`src/rtl/eclk_periph_sync_pkg.sv`:
```
// Shared constants and state encoding for the E-clock peripheral cycle engine.
package eclk_periph_sync_pkg;

    localparam int unsigned E_PHASES     = 10;
    localparam int unsigned E_HIGH_FIRST = 6;
    localparam int unsigned E_HIGH_LAST  = 9;

    typedef enum logic [1:0] {
        IDLE,
        ACTIVE,
        ACK,
        HOLD
    } state_t;

endpackage

```
`src/rtl/eclk_periph_sync_e_level_gen.sv`:
```
// Regenerates the E clock level from the one-hot phase enables.
module e_level_gen
    import eclk_periph_sync_pkg::*;
(
    input  logic                clk,
    input  logic                _reset,
    input  logic [E_PHASES-1:0] eclk,
    output logic                e
);

    logic e_q, e_d;

    // Registered, so sampling phases 5..8 yields e high during phases 6..9.
    always_comb begin
        e_d = |eclk[E_HIGH_LAST-1:E_HIGH_FIRST-1];
    end

    always_ff @(posedge clk or negedge _reset) begin
        if (!_reset) begin
            e_q <= 1'b0;
        end else begin
            e_q <= e_d;
        end
    end

    assign e = e_q;

endmodule

```
`src/rtl/eclk_periph_sync.sv`:
```
// Consumer of the E-clock enable bus: runs 6800-style synchronous peripheral cycles.
module eclk_periph_sync
    import eclk_periph_sync_pkg::*;
#(
    parameter int unsigned DW           = 8,
    parameter int unsigned SYNC_PHASE   = 2,
    parameter int unsigned STROBE_PHASE = 9
) (
    input  logic                clk,
    input  logic                _reset,
    input  logic [E_PHASES-1:0] eclk,
    input  logic                cpu_req,
    input  logic                cpu_rd,
    input  logic [DW-1:0]       cpu_wdata,
    input  logic [DW-1:0]       cia_rdata,
    output logic                vma,
    output logic                e,
    output logic                cia_rd_stb,
    output logic                cia_wr_stb,
    output logic [DW-1:0]       cia_wdata,
    output logic [DW-1:0]       cpu_rdata,
    output logic                cpu_ack,
    output logic                busy
);

    state_t        state_q, state_d;
    logic          dir_rd_q, dir_rd_d;
    logic          rd_stb_q, rd_stb_d;
    logic          wr_stb_q, wr_stb_d;
    logic          ack_q, ack_d;
    logic          vma_q, vma_d;
    logic          busy_q, busy_d;
    logic [DW-1:0] wdata_q, wdata_d;
    logic [DW-1:0] rdata_q, rdata_d;
    logic          strobing;

    e_level_gen u_e_level_gen (
        .clk    (clk),
        ._reset (_reset),
        .eclk   (eclk),
        .e      (e)
    );

    always_comb begin
        state_d  = state_q;
        dir_rd_d = dir_rd_q;
        wdata_d  = wdata_q;
        rdata_d  = rdata_q;
        rd_stb_d = 1'b0;
        wr_stb_d = 1'b0;
        ack_d    = 1'b0;
        strobing = rd_stb_q | wr_stb_q;

        case (state_q)
            IDLE: begin
                if (cpu_req && eclk[SYNC_PHASE]) begin
                    state_d  = ACTIVE;
                    dir_rd_d = cpu_rd;
                    wdata_d  = cpu_wdata;
                end
            end
            ACTIVE: begin
                // Completion keys off the strobe itself, so an ack can never appear without one.
                if (strobing) begin
                    state_d = ACK;
                    ack_d   = 1'b1;
                    if (dir_rd_q) begin
                        rdata_d = cia_rdata;
                    end
                end else if (!cpu_req) begin
                    state_d = IDLE;
                end else if (eclk[STROBE_PHASE-1]) begin
                    rd_stb_d = dir_rd_q;
                    wr_stb_d = !dir_rd_q;
                end
            end
            ACK: begin
                state_d = HOLD;
            end
            HOLD: begin
                if (!cpu_req) begin
                    state_d = IDLE;
                end
            end
            default: begin
                state_d = IDLE;
            end
        endcase

        vma_d  = (state_d == ACTIVE);
        busy_d = (state_d != IDLE);
    end

    always_ff @(posedge clk or negedge _reset) begin
        if (!_reset) begin
            state_q  <= IDLE;
            dir_rd_q <= 1'b0;
            rd_stb_q <= 1'b0;
            wr_stb_q <= 1'b0;
            ack_q    <= 1'b0;
            vma_q    <= 1'b0;
            busy_q   <= 1'b0;
            wdata_q  <= '0;
            rdata_q  <= '0;
        end else begin
            state_q  <= state_d;
            dir_rd_q <= dir_rd_d;
            rd_stb_q <= rd_stb_d;
            wr_stb_q <= wr_stb_d;
            ack_q    <= ack_d;
            vma_q    <= vma_d;
            busy_q   <= busy_d;
            wdata_q  <= wdata_d;
            rdata_q  <= rdata_d;
        end
    end

    assign vma        = vma_q;
    assign cia_rd_stb = rd_stb_q;
    assign cia_wr_stb = wr_stb_q;
    assign cia_wdata  = wdata_q;
    assign cpu_rdata  = rdata_q;
    assign cpu_ack    = ack_q;
    assign busy       = busy_q;

endmodule

```
`config.mk`:
```
export PLATFORM = sky130hd
export DESIGN_NAME = eclk_periph_sync
export DESIGN_NICKNAME = d
export VERILOG_FILES = /design/src/rtl/eclk_periph_sync_pkg.sv /design/src/rtl/eclk_periph_sync_e_level_gen.sv /design/src/rtl/eclk_periph_sync.sv
export SDC_FILE = /design/constraint.sdc
export NUM_CORES = 1
export LEC_CHECK = 0
export ABC_AREA = 1
export CORE_MARGIN = 3
export CORE_UTILIZATION = 35
export CTS_BUF_LIST = sky130_fd_sc_hd__clkbuf_2 sky130_fd_sc_hd__clkbuf_4 sky130_fd_sc_hd__clkbuf_8
export CTS_CLUSTER_DIAMETER = 30
export DETAILED_ROUTE_END_ITERATION = 8
export HOLD_SLACK_MARGIN = 0.08
export PLACE_DENSITY_LB_ADDON = 0.2
export SLEW_MARGIN = 20
export SYNTH_ARGS = -nofsm -noshare
export SYNTH_HDL_FRONTEND = slang
export SYNTH_HIERARCHICAL = 1
export SYNTH_SLANG_ARGS = --single-unit
```
`constraint.sdc`:
```
create_clock -name clk -period 1.05 [get_ports clk]
set_clock_uncertainty 0.15 [all_clocks]
set_input_delay 0.1575 -clock clk [delete_from_list [all_inputs] [get_ports clk]]
set_output_delay 0.1575 -clock clk [all_outputs]
set_load 0.01 [all_outputs]
```
==> run metrics <==
outcome finished with violations; failing checks negative setup slack; Worst EP required 1.13 ns; # diodes 0; CP endpoint kind flop; final instance area 0.00170 mm²; Distinct cells, synth 17; clk sinks 25; Wirelength per Cell 12.6 µm; DRT iter0 DRCs 21; CTS HTree Levels 1; vias per cell 4.63; maximum root-to-sink buffer count 2; via count 936; Hold WC Path Type in2async; largest net degree at the start of global routing 26; vias in the first global route 904; Mapped Nets 138; CP Max Fanout 10; nets@finish 202; critical path class reg2reg; initial antenna violation count 0; worst setup margin -0.208 ns; Reg clk slew, reported paths 0.14 ns; Filler cells 254; DRT Wirelength 2540 µm; root buffer cell clkbuf_4; warnings from Yosys 6; fraction of layout cells with a size suffix above 1 40.9%; core box area 0.00281 mm²; area leader, netlist dfrtp_1; Post-Place Worst Slack -0.323 ns; share of the synthesized area in the top cell type 60.0%; RSZ-0062 raised after global routing yes; Seq/Total Area, Yosys 60.0%; fmax 795 MHz; die area 0.00367 mm²; height of the die 60.6 µm; Max Slew Vio Count 0; Synth Instances 108; IO Count 52; Clk Latency, worst-skew pair 0.32 ns; IR drop worst, VDD 0.931 mV; Critical Path AT 1.33 ns; row count 19; Netlist Area Pre-Place 0.00104 mm²; Slew @ Worst Pin 0.208 ns; First-pass DRT Iterations 4; Port Buf Inserts 46; static leakage 0.000875 µW; RePlAce Congestion 0.736; synthesis-to-finish area growth 63.2%; CTS tree built; Final period util 120%; max_cap viols 0; Num CTS Buffers 3; DP HPWL 1740 µm; Die W 60.6 µm; power per cell area 2390 mW/mm²; Area after DPL 0.00160 mm²; GRT overflow 0; Min Hold Slack 0.179 ns; Min Clock Period, post-route 1.26 ns; flops & latches, synth 25; Post-route DRC 0; max_slew headroom 86.1%; CP startpoint kind flop; syn avg cell area 9.66 µm²; Starting Density 37.2%; GR Util All Layers 15.0%; ANT nets after route 0; first-pass GRT wire length 4020 µm; Synth area leaders dfrtp_1 60%, nand2_1 10%, o21ai_2 6.7%; final hold violation count 0; final setup vio count 46
[placed cells by master, fill, tap and decap left out, types with 7 or more instances in the layout]
master	Yosys	routed
nand3_1	12	10
dfrtp_1	25	24
inv_1	12	10
nand2_1	29	25
nor2_1	9	7
o21ai_2	8	9
clkdlybuf4s50_1	0	23
buf_4	1	10
buf_2	1	21
[through the flow]
| step | std cells | setup TNS [ns] | util [%] | total power [µW] |
|---|---|---|---|---|
| CTS | 197 | -6.46 | 56.8 | 3840 |
| floorplan | 108 | -0.823 | - | 2550 |
| global placement | 188 | -7.03 | 57.2 | 3570 |
| finish | 202 | -6.30 | 60.7 | 4070 |
| global route | 202 | -8.71 | 60.7 | 4400 |
| detailed placement | 188 | -7.53 | 57.2 | 3610 |
[per-layer routing]
metal | GRT usage, % | vias to the layer above | wire length, µm
li1 | - | 464 | -
met1 | 18.0 | 432 | 1020
met2 | 25.3 | 35 | 1240
met3 | 3.19 | 5 | 225
met4 | 7.43 | 0 | 53
met5 | 0 | - | 0
[worst max-delay path, stage by stage, from the launching register on]
cell	delay [ns]
dfrtp_2	0.47
nor2_4	0.15
nand3_4	0.11
buf_12	0.16
nand2_1	0.07
o21ai_2	0.05
[kinds of logic after synthesis]
kind of cell           synth area share [%]
buffers and inverters                  7.55
AOI/OAI and AO/OA                      8.87
DFF                                    60.0
and+or+nand+nor                        23.6
[sequential cells by signal (all words and copies together), names as in the netlist]
signal / cells
cia_rd_stb: 1
cpu_ack: 1
cia_wdata: 8
cia_wr_stb: 1
state_q: 2
dir_rd_q: 1
u_e_level_gen/e: 1
cpu_rdata: 8
busy: 1
vma: 1
[report_power, final]
group	internal [µW]	total [µW]	leakage, µW	switching (µW)
sequential	1370	1610	0.000302	245
clock	143	429	0.0000177	286
combinational	994	2030	0.000555	1030
total	2510	4070	0.000875	1560
[path summary, 6_finish.rpt]
check	startpoint	to	slack, ns	cells after the start
worst max register to register	state_q[1]$_DFF_PN0_	cia_wdata[7]$_DFFE_PN0P_	-0.21	5
worst max-delay path	state_q[1]$_DFF_PN0_	cia_wdata[7]$_DFFE_PN0P_	-0.21	5
worst min-delay path	_reset	u_e_level_gen/e$_DFF_PN0_	0.18	3
min in group clk	cpu_wdata[4]	cia_wdata[4]$_DFFE_PN0P_	0.22	3
worst min register to register	cpu_rdata[4]$_DFFE_PN0P_	cpu_rdata[4]$_DFFE_PN0P_	0.35	2
max in group asynchronous	_reset	state_q[1]$_DFF_PN0_	0.42	3
[synthesized netlist by cell type]
library cell,count
buf_2,1
a21oi_2,2
inv_1,12
nand3_2,2
nand3_1,12
nor2_4,1
o21ai_1,1
dfrtp_1,25
nor2_1,9
inv_2,1
buf_6,1
buf_4,1
nor2_2,1
inv_4,1
o21ai_2,8
nand2_2,1
nand2_1,29
[timing repair]
item	CTS	global route
endpoints found under the hold margin	25	0
buffers inserted	4	4
gates cloned	0	1
pin swaps	2	6
endpoints found under the setup margin	46	46
gates resized for setup	97	14
hold buffers	1	0
[cell type report]
type,instances,area [µm²],share of cell area (%)
flip-flops and latches,25,627,36.8
repair buffers,62,532,31.2
multi-input cells,66,410,24.1
inverters,14,67.6,3.97
well taps,31,38.8,2.28
clock buffers,3,22.5,1.32
clock inverters,1,5.00,0.294
(Power assumes the default switching activity.)
